[config.mk]
export PLATFORM = sky130hd
export DESIGN_NAME = int_controller_flat
export DESIGN_NICKNAME = d
export VERILOG_FILES = /design/src/rtl/cpu_defs.sv /design/src/rtl/int_controller_if.sv /design/src/rtl/int_controller_prio_enc.sv /design/src/rtl/int_controller.sv /design/src/flat_wrapper.sv
export SDC_FILE = /design/constraint.sdc
export NUM_CORES = 1
export LEC_CHECK = 0
export BUFFER_PORTS_ARGS = -buffer_cell sky130_fd_sc_hd__buf_2
export CORE_MARGIN = 5
export CORE_UTILIZATION = 36
export CTS_BUF_LIST = sky130_fd_sc_hd__clkbuf_8
export CTS_CLUSTER_SIZE = 25
export DETAILED_ROUTE_END_ITERATION = 8
export PLACE_DENSITY = 0.65
export SLEW_MARGIN = 10
export SYNTH_ARGS = -nofsm -noshare
export SYNTH_HDL_FRONTEND = slang
export SYNTH_SLANG_ARGS = --single-unit
export TNS_END_PERCENT = 20
[constraint.sdc]
create_clock -name clk -period 3.77 [get_ports clk]
set_clock_uncertainty 0.1 [all_clocks]
set_input_delay 0.5655 -clock clk [delete_from_list [all_inputs] [get_ports clk]]
set_output_delay 0.5655 -clock clk [all_outputs]
set_load 0.01 [all_outputs]
[src/rtl/cpu_defs.sv]
// Shared definitions for CPU IO-bus peripherals: interrupt controller state
// encodings and register offsets.
package cpu_defs;

  typedef enum logic [1:0] {
    IC_IDLE    = 2'd0,
    IC_REQ     = 2'd1,
    IC_SERVICE = 2'd2
  } ic_state_e;

  localparam logic [1:0] IC_ENABLE  = 2'd0;
  localparam logic [1:0] IC_PENDING = 2'd1;
  localparam logic [1:0] IC_STATUS  = 2'd2;
  localparam logic [1:0] IC_VECBASE = 2'd3;

endpackage

[src/rtl/int_controller_if.sv]
// CPU-side bundle of the interrupt controller: control-unit handshake plus
// the small register bus.
interface int_controller_if;
  logic        io_interrupt;
  logic        int_ack;
  logic        int_ret;
  logic [15:0] pc_in;
  logic [15:0] vec_out;
  logic [15:0] ret_out;
  logic [1:0]  reg_addr;
  logic        reg_wr;
  logic [15:0] reg_wdata;
  logic [15:0] reg_rdata;

  modport master (
    output int_ack, int_ret, pc_in, reg_addr, reg_wr, reg_wdata,
    input  io_interrupt, vec_out, ret_out, reg_rdata
  );

  modport slave (
    input  int_ack, int_ret, pc_in, reg_addr, reg_wr, reg_wdata,
    output io_interrupt, vec_out, ret_out, reg_rdata
  );
endinterface

[src/rtl/int_controller_prio_enc.sv]
// Fixed-priority encoder: lowest set bit of req wins.
module prio_enc #(
  parameter int N = 4
) (
  input  logic [N-1:0] req,
  output logic         valid,
  output logic [2:0]   idx
);

  always_comb begin
    valid = |req;
    idx   = '0;
    // Scan downwards so the last hit, the lowest index, is kept.
    for (int i = N - 1; i >= 0; i--) begin
      if (req[i]) idx = 3'(i);
    end
  end

endmodule

[src/rtl/int_controller.sv]
// Prioritising interrupt controller: latches request edges as pending,
// raises io_interrupt, and tracks one in-service source (no nesting).
module int_controller
  import cpu_defs::*;
#(
  parameter int          NUM_SRC  = 4,
  parameter logic [15:0] VEC_BASE = 16'h0010
) (
  input  logic               clk,
  input  logic               rst_n,
  input  logic [NUM_SRC-1:0] irq_src,
  int_controller_if.slave    bus
);

  // state      | meaning
  // IC_IDLE    | nothing requested to the CPU
  // IC_REQ     | io_interrupt high, waiting for int_ack
  // IC_SERVICE | handler running, waiting for int_ret

  ic_state_e          state_q, state_d;
  logic [NUM_SRC-1:0] pending_q, pending_d;
  logic [NUM_SRC-1:0] enable_q;
  logic [NUM_SRC-1:0] irq_d;
  logic [NUM_SRC-1:0] req, rise, clr_mask;
  logic [15:0]        vecbase_q;
  logic [15:0]        vec_q, ret_q;
  logic [2:0]         in_svc_id_q;
  logic [2:0]         sel;
  logic               req_valid;
  logic               take;
  logic               io_int_q;
  logic               wr_enable, wr_pending, wr_vecbase;

  assign rise = irq_src & ~irq_d;
  assign req  = pending_q & enable_q;

  prio_enc #(.N(NUM_SRC)) u_prio (
    .req   (req),
    .valid (req_valid),
    .idx   (sel)
  );

  assign wr_enable  = bus.reg_wr && (bus.reg_addr == IC_ENABLE);
  assign wr_pending = bus.reg_wr && (bus.reg_addr == IC_PENDING);
  assign wr_vecbase = bus.reg_wr && (bus.reg_addr == IC_VECBASE);

  always_comb begin
    state_d = state_q;
    take    = 1'b0;
    case (state_q)
      IC_IDLE: begin
        if (req_valid) state_d = IC_REQ;
      end
      IC_REQ: begin
        if (bus.int_ack && req_valid) begin
          take    = 1'b1;
          state_d = IC_SERVICE;
        end else if (!req_valid) begin
          state_d = IC_IDLE;
        end
      end
      IC_SERVICE: begin
        if (bus.int_ret) state_d = IC_IDLE;
      end
      default: state_d = IC_IDLE;
    endcase
  end

  // New edges are OR-ed in last so they beat both W1C and the ack clear.
  always_comb begin
    clr_mask = '0;
    if (wr_pending) clr_mask = clr_mask | bus.reg_wdata[NUM_SRC-1:0];
    if (take)       clr_mask = clr_mask | (NUM_SRC'(1) << sel);
    pending_d = (pending_q & ~clr_mask) | rise;
  end

  always_ff @(posedge clk or negedge rst_n) begin
    if (!rst_n) begin
      state_q     <= IC_IDLE;
      pending_q   <= '0;
      enable_q    <= '0;
      irq_d       <= '0;
      vecbase_q   <= VEC_BASE;
      vec_q       <= '0;
      ret_q       <= '0;
      in_svc_id_q <= '0;
      io_int_q    <= 1'b0;
    end else begin
      state_q   <= state_d;
      pending_q <= pending_d;
      irq_d     <= irq_src;
      io_int_q  <= (state_d == IC_REQ);
      if (wr_enable)  enable_q  <= bus.reg_wdata[NUM_SRC-1:0];
      if (wr_vecbase) vecbase_q <= bus.reg_wdata;
      if (take) begin
        ret_q       <= bus.pc_in;
        vec_q       <= vecbase_q + {12'h000, sel, 1'b0};
        in_svc_id_q <= sel;
      end
    end
  end

  always_comb begin
    bus.reg_rdata = '0;
    case (bus.reg_addr)
      IC_ENABLE:  bus.reg_rdata = {{(16-NUM_SRC){1'b0}}, enable_q};
      IC_PENDING: bus.reg_rdata = {{(16-NUM_SRC){1'b0}}, pending_q};
      IC_STATUS:  bus.reg_rdata = {(state_q == IC_SERVICE), 12'h000, in_svc_id_q};
      IC_VECBASE: bus.reg_rdata = vecbase_q;
      default:    bus.reg_rdata = '0;
    endcase
  end

  assign bus.io_interrupt = io_int_q;
  assign bus.vec_out      = vec_q;
  assign bus.ret_out      = ret_q;

endmodule

[src/flat_wrapper.sv]
// flat-port wrapper written by rule: the top's interface ports become plain ports
module int_controller_flat import cpu_defs::*;
#(
  parameter int          NUM_SRC  = 4,
  parameter logic [15:0] VEC_BASE = 16'h0010
)
  (clk, rst_n, irq_src, bus_int_ack, bus_int_ret, bus_pc_in, bus_reg_addr, bus_reg_wr, bus_reg_wdata, bus_io_interrupt, bus_vec_out, bus_ret_out, bus_reg_rdata);
  int_controller_if bus_i ();
  input  logic clk;
  input  logic rst_n;
  input  logic [NUM_SRC-1:0] irq_src;
  input wire logic [$bits(bus_i.int_ack)-1:0] bus_int_ack;
  input wire logic [$bits(bus_i.int_ret)-1:0] bus_int_ret;
  input wire logic [$bits(bus_i.pc_in)-1:0] bus_pc_in;
  input wire logic [$bits(bus_i.reg_addr)-1:0] bus_reg_addr;
  input wire logic [$bits(bus_i.reg_wr)-1:0] bus_reg_wr;
  input wire logic [$bits(bus_i.reg_wdata)-1:0] bus_reg_wdata;
  output wire logic [$bits(bus_i.io_interrupt)-1:0] bus_io_interrupt;
  output wire logic [$bits(bus_i.vec_out)-1:0] bus_vec_out;
  output wire logic [$bits(bus_i.ret_out)-1:0] bus_ret_out;
  output wire logic [$bits(bus_i.reg_rdata)-1:0] bus_reg_rdata;
  assign bus_i.int_ack = bus_int_ack;
  assign bus_i.int_ret = bus_int_ret;
  assign bus_i.pc_in = bus_pc_in;
  assign bus_i.reg_addr = bus_reg_addr;
  assign bus_i.reg_wr = bus_reg_wr;
  assign bus_i.reg_wdata = bus_reg_wdata;
  assign bus_io_interrupt = bus_i.io_interrupt;
  assign bus_vec_out = bus_i.vec_out;
  assign bus_ret_out = bus_i.ret_out;
  assign bus_reg_rdata = bus_i.reg_rdata;
  int_controller #(.NUM_SRC(NUM_SRC), .VEC_BASE(VEC_BASE)) u_core (.clk(clk), .rst_n(rst_n), .irq_src(irq_src), .bus(bus_i));
endmodule
* After elaboration in Yosys (flattened, before gate mapping) *
Index checks and enable logic that the tools add are counted.

storage, ports and cells
  output and inout bits = 49
  input bits = 43
  bits in registers = 66
  logic and storage cells = 45

cells by class
  reduce and logical (&&, ||, !) cells = 7
  equal/unequal tests = 6
  add/sub/neg operators = 1
  shifts and indexed selects = 1
  mux-type cells = 14
  bitwise gates (word level) = 7

operators by type and width
  kind                 number
  $pmux 16 s4          1
  $add 16x4->16        1
  $and 4x4->4          3
  $mux 2               5
  $mux 3               3
  $mux 4               2
  $not 4->4            2
  $or 4x4->4           2
  $eq 2x1->1 const B   3
  $eq 2x2->1 const B   3
  $pmux 2 s3           1
  $logic_and 1x1->1    4
  $logic_not 2->1      2
  $reduce_or 4->1      1
  $shl 1x3->4 const A  1
  $mux 1               2

* Longest topological paths before layout *
Gate-level depths: netlist of the first run.

  depth after elaboration = 11
  gate-level depth with buffers = 9
  mapped depth without buffers = 8

* Modules after synthesis *
A second synthesis of the first run with hierarchy kept.

unflattened totals
  cells, all modules = 251
  area, all modules = 3017.9 um^2

by module, submodules not included
  module          cells an instance  sequential area each (um^2)  instances  area an instance (um^2)
  int_controller  242                1652.8                       1          2971.6
  prio_enc        9                  0.0                          1          46.3

* Worst setup path after synthesis of the first run *
OpenSTA, ideal clock, no wires.

  path type = input to output
  from = input bus_reg_addr[0]
  to = output bus_reg_rdata[1]
  setup slack = 1.593 ns
  data required time = 3.104 ns
  data arrival time = 1.512 ns
  buffers on the path = 1
  stages = 2
  cell sequence = buf_1 mux4_1

on the way
  cells in the longest elaborated chain, start to end = 2

ends and longest elaborated chain
  item                                RTL line               text
  start: declaration                  flat_wrapper.sv:15     input wire logic [$bits(bus_i.reg_addr)-1:0] bus_reg_addr;
  $eq 2x2->1 (tied with other cells)  int_controller.sv:105  case (bus.reg_addr)
  $pmux 16 s4 (*)                     int_controller.sv:105
  end: declaration                    flat_wrapper.sv:21     output wire logic [$bits(bus_i.reg_rdata)-1:0] bus_reg_rdata;

Every way passes the cells marked *; elsewhere a longest branch is shown, timed or not.

* Worst setup path in the final report of the first run *
  from = register u_core.pending_q[2]
  to = register u_core.vec_q[7] (netlist: u_core.bus.vec_out[7])

on the way
  cells in the longest elaborated chain, start to end = 5

ends and longest elaborated chain
  item                      RTL line                       text
  start: declaration        int_controller.sv:21           logic [NUM_SRC-1:0] pending_q, pending_d;
  start signal: assignment  int_controller.sv:90           pending_q <= pending_d;
  $and 4x4->4               int_controller.sv:35           assign req = pending_q & enable_q;
  $mux 3 (3 in a row)       int_controller_prio_enc.sv:15  if (req[i]) idx = 3'(i);
  via u_core.sel[0]         int_controller.sv:28           logic [2:0] sel;
  $add 16x4->16             int_controller.sv:97           vec_q <= vecbase_q + {12'h000, sel, 1'b0};
  end signal: assignment    int_controller.sv:97
  end: declaration          int_controller.sv:26           logic [15:0] vec_q, ret_q;

The timed path passes the listed nets, and every way through them passes these cells.
A chain may end at the register's enable or synchronous reset.

==> results.toml, run 1 <==
[sta]
finalWorstSetupSlack_ns = 1.112
final-setup-viol-count = 0
fmax_ghz = 0.3762
tightest_slew_ns = 1.091
fin_crit_sh_pct = 70.50
tns_ns = 0
rsz0062_at_grt = "false"
report.final.slew_viol_count = 0
period_minus_slack_ns = 2.658
relSlewSlack_pct = 27.28
hold_viol = 0

[grt]
grt_max_degree = 45
antenna_found_initial = 0
grt_overflow = 0
groute.usage.overall_pct = 15.46
grt_pass1_wl_mm = 12.70
grt_pass1_vias = 2572

[clock_tree]
cts.clk_slew.worst_paths_ns = 0.07
clock_sinks = 65
htreeDepth = 3
clock_path_buffers = 2
tritoncts = "done"
cts_root_buffer = "clkbuf_8"
cts.repair.resized = 0
cts_made_buffers = 9
clk_latency_ns = 0.34
post_cts_buffers = 0
hold_buffers = 0

[worst_setup_path]
cpPeakStageDelay_ns = 0.71
crit_type = "register to register"
endpoint_kind = "register"
cp_data_required_time_ns = 3.93
start_kind = "register"
worstPathCellList = "nand2_1 -> a32o_1 -> and2_1 -> ha_1 -> ha_1 -> a31oi_1 -> o21ai_0 -> a31oi_1"
cpMaxStageDelayCell = "a31oi_1"
cp_max_fo = 13
critPathArrivalTime_ns = 2.82

[place]
dp.final_hpwl_mm = 5.747
post-place-ws_ns = 1.154
port_buffers = 91
gp_congestion = 0.8338
dpl_cell_area_mm2 = 0.003596
dp.cells = 477

[run]
drv_cap = 0

[pwr]
cellLeakagePower_uw = 0.001851
clkPwrFrac_pct = 18.9
power_density_mw_per_mm2 = 677.9
p_int_uw = 1563
power_switching_uw = 980.7
comb_power_share_pct = 36.5
ir_drop_v = 0.0002953
p_sw_share_pct = 38.55
seqPwrFrac_pct = 44.6
total_power_uw = 2544

[yosys]
synth_warnings = 0
synth_ff_type = "dfrtp_1"
synth_most_common_cell = "nand2_1"
yosysTopAreaCell = "dfrtp_1"
ys_seq_area_share_pct = 52.95
syn_inst = 295
synthArstFlopShare_pct = 100.0
ys_seq_elements = 65
synth.distinct_cells = 52
syn_nets = 340
syn_area_per_cell_um2 = 10.42
synth_area_leaders = "dfrtp_1, nand2_1, mux2_2"
synthesis.area_mm2 = 0.003074
yosys.area.top_type_share_pct = 52.10
synth_common_cells = "nand2_1, dfrtp_1, mux2_2"
synth_edf_count = 0

[route]
routedWlPerCell_um = 15.75
vias_per_cell = 5.233
wirelength_mm = 7.764
vias = 2580
ant_nets = 0
firstDrtPassIters = 4
drt-initial-drc-count = 149
drc_errors = 0

[final_layout]
multi_input_area_mm2 = 0.001348
syn_to_final_growth_pct = 22.06
antenna_cells = 0
final_cell_area_mm2 = 0.003752
n_fill_cell = 827
ff_latch_area_mm2 = 0.001628
drive_above_1_share_pct = 35.82
fin_cells = 493
nets = 428

[die]
ios = 92
core-area_mm2 = 0.008258
std_cell_rows = 33
die_x_um = 102.4
die_h_um = 102.4
initial_core_util_pct = 37.23
dieArea_mm2 = 0.01049

[status]
status = "finished clean"

[hold_path]
hold_class = "input port to register"
registers in the layout (all words and copies together) (netlist names):
signal	flops
u_core.bus.io_interrupt	1
u_core.vecbase_q	16
u_core.in_svc_id_q	2
u_core.bus.ret_out	16
u_core.pending_q	4
u_core.bus.vec_out	16
u_core.irq_d	4
u_core.state_q	2
u_core.enable_q	4
critical path, delay by kind of cell, from the launching register on:
family	cells	cell delay [ns]
compound gates	4	1.37
fa+ha+maj	2	0.47
flops	1	0.40
simple gates	2	0.24
layout make-up:
type	instances	share of cell area (%)
clock buffer	9	3.301
clock inverter	7	0.8670
inverter	5	0.5002
multi-input combinational	209	35.91
sequential	65	43.38
tap	105	3.501
timing repair buffer	93	12.54
layout by cell type (no fill, tap or decap), types with 2 or more instances in the layout:
cell	Yosys	layout
buf_2	2	91
nand2_1	71	71
dfrtp_1	64	64
mux2_2	21	21
and3_1	11	11
a31oi_1	11	11
nor2_1	11	11
o21ai_0	10	10
inv_1	5	9
nand3_1	9	9
or4_1	9	9
clkbuf_8	1	9
o31ai_1	8	8
nand4_1	4	4
a22oi_1	2	2
a221oi_1	2	2
a32o_1	2	2
and2_1	2	2
a22o_2	2	2
xnor2_1	2	2
nor3_1	2	2
and3b_1	2	2
mux2i_1	2	2
and3_2	2	2
or3_1	2	2
ha_1	2	2
clkinv_2	0	2
buf_4	1	2
layer usage:
metal	global-route usage, %	up-vias	wire [µm]
met2	24.04	71	3713
met5	0	-	0
met3	3.823	9	433
met4	5.348	0	66
li1	-	1243	-
met1	21.14	1257	3550
power by group through the flow:
stage                     registers, µW  logic [µW]  clock network, µW
after detailed placement           1150         944                  0
final                              1140         928                480
after floorplan                    1180         529                  0
after global routing               1170        1040                526
after CTS                          1140         946                495
after global placement             1140         923                  0
final timing paths:
| check | slack [ns] | end | depth (start not counted) | start |
|---|---|---|---|---|
| min in group asynchronous | 0.28 | u_core.bus.ret_out[3] | 1 | rst_n |
| max reg2reg | 1.11 | u_core.bus.vec_out[7] | 8 | u_core.pending_q[2] |
| max | 1.11 | u_core.bus.vec_out[7] | 8 | u_core.pending_q[2] |
| min | 0.25 | u_core.irq_d[1] | 1 | irq_src[1] |
| min reg2reg | 0.32 | u_core.pending_q[1] | 1 | u_core.irq_d[1] |
| max in group asynchronous | 2.41 | u_core.vecbase_q[14] | 2 | rst_n |
kinds of logic (layout without fill, tap and decap cells):
kind of cell	count (synthesis)	count (layout)	share of synthesized area, %
adders and majority gates	2	2	0.8139
muxes	25	25	9.931
and+or+nand+nor	131	131	20.39
buffers and inverters	21	114	3.581
AOI/OAI and AO/OA	49	49	11.76
xor gates and xnor gates	2	2	0.5699
DFF	65	65	52.95
metrics by stage:
step / util [%] / hold slack (ns)
final: 45.44 / 0.2480
after global routing: 45.44 / 0.2367
after CTS: 45.44 / 0.2325
after detailed placement: 43.55 / 0.3073
after global placement: 43.55 / 0.3032
after floorplan: - / 0.1699
Note: power is estimated with default switching activity, not from simulation.
==> inputs of run 2 (changes only) <==
clock period = 2.7 ns   (was 3.77 ns; I/O delays follow)
==> results.toml, run 2 (same netlist as run 1, synthesis figures left out) <==
[sta]
tightest_slew_ns = 0.6517
final-setup-viol-count = 0
fmax_ghz = 0.4212
rsz0062_at_grt = "false"
finalHoldWorstSlack_ns = 0.08273
report.final.slew_viol_count = 0
fin_crit_sh_pct = 87.92
hold_viol = 0
relSlewSlack_pct = 56.55
tns_ns = 0
period_minus_slack_ns = 2.374

[clock_tree]
post_cts_buffers = 0
cts_made_buffers = 9
clk_latency_ns = 0.34
clock_sinks = 65
cts.clk_slew.worst_paths_ns = 0.07
tritoncts = "done"
cts_root_buffer = "clkbuf_8"
clock_path_buffers = 2
htreeDepth = 3
cts.repair.resized = 0

[route]
routedWlPerCell_um = 15.89
drt-initial-drc-count = 118
vias_per_cell = 5.155
wirelength_mm = 7.897
firstDrtPassIters = 4
ant_nets = 0
drc_errors = 0
vias = 2562

[die]
initial_core_util_pct = 37.23
ios = 92
die_h_um = 102.4
core-area_mm2 = 0.008258
std_cell_rows = 33
die_x_um = 102.4
dieArea_mm2 = 0.01049

[place]
dp.final_hpwl_mm = 5.744
gp_congestion = 0.8292
dp.cells = 480
port_buffers = 91
dpl_cell_area_mm2 = 0.003643

[final_layout]
syn_to_final_growth_pct = 25.68
final_cell_area_mm2 = 0.003864
antenna_cells = 0
layout_common_cells = "buf_2, nand2_1, dfrtp_1"
drive_above_1_share_pct = 36.99
final_common_cell = "buf_2"
fin_cells = 497
nets = 432

[worst_setup_path]
cpPeakStageDelay_ns = 0.48
cp_max_fo = 13
cp_data_required_time_ns = 2.87
crit_buf_inv = 1
crit_type = "register to register"
path_delay_family = "simple AND/OR/NAND/NOR gates"
endpoint_kind = "register"
rr_endpoint = "u_core.bus.vec_out[15]"
crit_cells = 9
reg2reg_from = "u_core.pending_q[2]"
cp-startpoint = "u_core.pending_q[2]"
reg2reg_depth = 9
critPathArrivalTime_ns = 2.54
critPathCapture = "u_core.bus.vec_out[15]"
cpMaxStageDelayCell = "or4_1"
worstPathCellList = "nand2_1 -> a32o_1 -> and2_1 -> ha_1 -> ha_1 -> a31oi_1 -> buf_4 -> or4_1 -> a31oi_1"
r2r_slack_ns = 0.33
start_kind = "register"

[pwr]
cellLeakagePower_uw = 0.001893
power_density_mw_per_mm2 = 984.5
ir_drop_v = 0.0003470
total_power_uw = 3804

[grt]
grt_overflow = 0
grt_pass1_vias = 2553
antenna_found_initial = 0
groute.usage.overall_pct = 15.45
grt_pass1_wl_mm = 12.58
grt_max_degree = 40

[status]
status = "finished clean"

[run]
drv_cap = 0

[hold_path]
hold_class = "input port to register"
-- run 2: changes by cell type in the layout (fill, tap and decap cells not counted), sizes merged --
| cell | previous run | this run |
|---|---|---|
| bufinv | 0 | 2 |
| dlygate4sd3 | 0 | 1 |
| buf | 93 | 96 |
| inv | 9 | 6 |
| clkinv | 2 | 3 |
-- run 2: through the flow --
step,worst slack (ns),util (%)
after floorplan,0.5833,-
after global placement,0.4295,44.12
after detailed placement,0.3471,44.12
after CTS,0.3295,46.79
after global routing,0.1553,46.79
final,0.3261,46.79
-- run 2: how the worst min path moves through the flow --
stage	startpoint	endpoint	slack, ns	cells past startpoint
after floorplan	rst_n	u_core.bus.io_interrupt	0.009	0
after global placement	u_core.irq_d[0]	u_core.pending_q[0]	0.30	1
after detailed placement	u_core.irq_d[0]	u_core.pending_q[0]	0.31	1
after CTS	irq_src[0]	u_core.irq_d[0]	0.06	1
after global routing	irq_src[0]	u_core.irq_d[0]	0.06	1
final	irq_src[0]	u_core.irq_d[0]	0.08	1
-- run 2: cell type report --
type	count	area [µm²]
Fill cell	798	4394
Sequential cell	65	1628
Multi-Input combinational cell	209	1348
Timing Repair Buffer	97	528.0
Tap cell	105	131.4
Clock buffer	9	123.9
Clock inverter	7	86.33
Inverter	5	18.77
-- run 2: routing by layer --
metal	global-route usage, %	part of all wire, %	vias to the layer above
li1	-	-	1245
met1	20.61	43	1234
met2	24.34	48	75
met3	4.505	7.5	8
met4	4.844	0.82	0
met5	0	0	-
-- run 2: repair_timing --
action,CTS,global route
hold buffers,1,0
setup endpoints to repair,0,0
endpoints found under the hold margin,24,0
-- run 2: worst register-to-register path, stage by stage (launching register included) --
cell,delay (ns)
dfrtp_1,0.42
nand2_1,0.09
a32o_1,0.20
and2_1,0.16
ha_1,0.27
ha_1,0.18
a31oi_1,0.04
buf_4,0.19
or4_1,0.48
a31oi_1,0.17
-- run 2: where the power goes --
group	switching [µW]	internal [µW]	total (µW)
registers	270	1320	1590
logic	749	576	1330
clock network	379	512	890
total	1400	2410	3800
==> inputs of run 3 (changes only) <==
BUFFER_PORTS_ARGS = -buffer_cell sky130_fd_sc_hd__buf_4   (was -buffer_cell sky130_fd_sc_hd__buf_2)
SLEW_MARGIN = 25   (was 10)
==> results.toml, run 3 (same netlist as run 1, synthesis figures left out) <==
[clock_tree]
clock_sinks = 65
htreeDepth = 3
cts.clk_slew.worst_paths_ns = 0.07
tritoncts = "done"
clock_path_buffers = 2
hold_buffers = 0
cts.repair.resized = 0
clk_latency_ns = 0.33
cts_root_buffer = "clkbuf_8"
cts_made_buffers = 9
post_cts_buffers = 0

[die]
die_h_um = 102.4
dieArea_mm2 = 0.01049
ios = 92
std_cell_rows = 33
die_x_um = 102.4
core-area_mm2 = 0.008258
initial_core_util_pct = 37.23

[route]
vias_per_cell = 5.109
drc_errors = 0
ant_nets = 0
wl_met3_um = 499
wirelength_mm = 8.043
dr.max_layer_used = "met4"
drt-initial-drc-count = 137
routedWlPerCell_um = 16.28
firstDrtPassIters = 4
met2_length_mm = 3.843
wl_met1_mm = 3.643
vias = 2524

[place]
dpl_cell_area_mm2 = 0.003851
dp.final_hpwl_mm = 5.832
port_buffers = 91
post-place-ws_ns = 0.3767
gp_congestion = 0.8462

[sta]
finalWorstSetupSlack_ns = 0.3493
period_minus_slack_ns = 2.351
final-setup-viol-count = 0
relSlewSlack_pct = 44.02
hold_viol = 0
rsz0062_at_grt = "false"
tightest_slew_ns = 0.8397
report.final.slew_viol_count = 0
tns_ns = 0
fin_crit_sh_pct = 87.06
fmax_ghz = 0.4254

[worst_setup_path]
cp_data_required_time_ns = 2.85
worstPathCellList = "nand2_1 -> a32o_1 -> and2_1 -> ha_1 -> ha_1 -> a31oi_1 -> buf_4 -> or4_1 -> a31oi_1"
reg2reg_from = "u_core.enable_q[2]"
rr_endpoint = "u_core.bus.vec_out[13]"
cpPeakStageDelay_ns = 0.47
endpoint_kind = "register"
cpMaxStageDelayCell = "or4_1"
critPathArrivalTime_ns = 2.50
r2r_slack_ns = 0.35
cp_max_fo = 13
path_delay_family = "simple AND/OR/NAND/NOR gates"
start_kind = "register"
reg2reg_depth = 9
crit_type = "register to register"
crit_buf_inv = 1

[hold_path]
hold_class = "input port to async pin"

[final_layout]
layout_common_cells = "buf_4, nand2_1, dfrtp_1"
nets = 430
final_cell_area_mm2 = 0.004048
syn_to_final_growth_pct = 31.66
final_common_cell = "buf_4"
antenna_cells = 0
drive_above_1_share_pct = 36.50

[pwr]
cellLeakagePower_uw = 0.001937
total_power_uw = 3917
power_density_mw_per_mm2 = 967.7
ir_drop_v = 0.0003272

[grt]
grt_max_degree = 66
grt_overflow = 0
grt_pass1_wl_mm = 12.79
antenna_found_initial = 0
grt_pass1_vias = 2520
groute.usage.overall_pct = 15.91

[run]
drv_cap = 0

[status]
status = "finished clean"
## run 3: cell count changes in the layout (fill, tap and decap cells not counted), sizes merged
cell	previous run	this run
buf	96	95
bufinv	2	1
clkbuf	9	11
clkinv	3	0
dlygate4sd3	1	0
inv	6	7
## run 3: area by class of cell
type	instances	area, µm²
fill	826	4210
sequential	65	1628
multi-input combinational	209	1348
timing repair buffer	95	725.7
clock buffer	11	151.4
tap	105	131.4
clock inverter	4	45.04
inverter	5	18.77
## run 3: metal layers
| layer | up-vias | GRT usage, % |
|---|---|---|
| li1 | 1241 | - |
| met1 | 1215 | 21.50 |
| met2 | 63 | 25.29 |
| met3 | 5 | 4.437 |
| met4 | 0 | 4.238 |
| met5 | - | 0 |
## run 3: power by group
group	internal (µW)	total [µW]	switching, µW
sequential	1320	1600	279
clock	466	832	367
combinational	726	1490	759
total	2510	3920	1410
## run 3: worst max-delay path by stage
stage / from / endpoint / slack, ns / depth (start not counted)
detailed placement: u_core.pending_q[2] / u_core.bus.vec_out[15] / 0.38 / 9
floorplan: u_core.pending_q[2] / u_core.bus.vec_out[9] / 0.58 / 9
global route: u_core.pending_q[2] / u_core.bus.vec_out[11] / 0.18 / 9
finish: u_core.enable_q[2] / u_core.bus.vec_out[13] / 0.35 / 9
global placement: u_core.pending_q[2] / u_core.bus.vec_out[15] / 0.43 / 9
CTS: u_core.enable_q[2] / u_core.bus.vec_out[13] / 0.36 / 9
## run 3: per-stage QoR
| step | hold WS, ns | util (%) | cells |
|---|---|---|---|
| after CTS | 0.06927 | 49.02 | 494 |
| after detailed placement | 0.3146 | 46.64 | 479 |
| after floorplan | 0.009409 | - | 295 |
| after global routing | 0.05430 | 49.02 | 494 |
| after global placement | 0.3044 | 46.64 | 479 |
| final | 0.05369 | 49.02 | 494 |
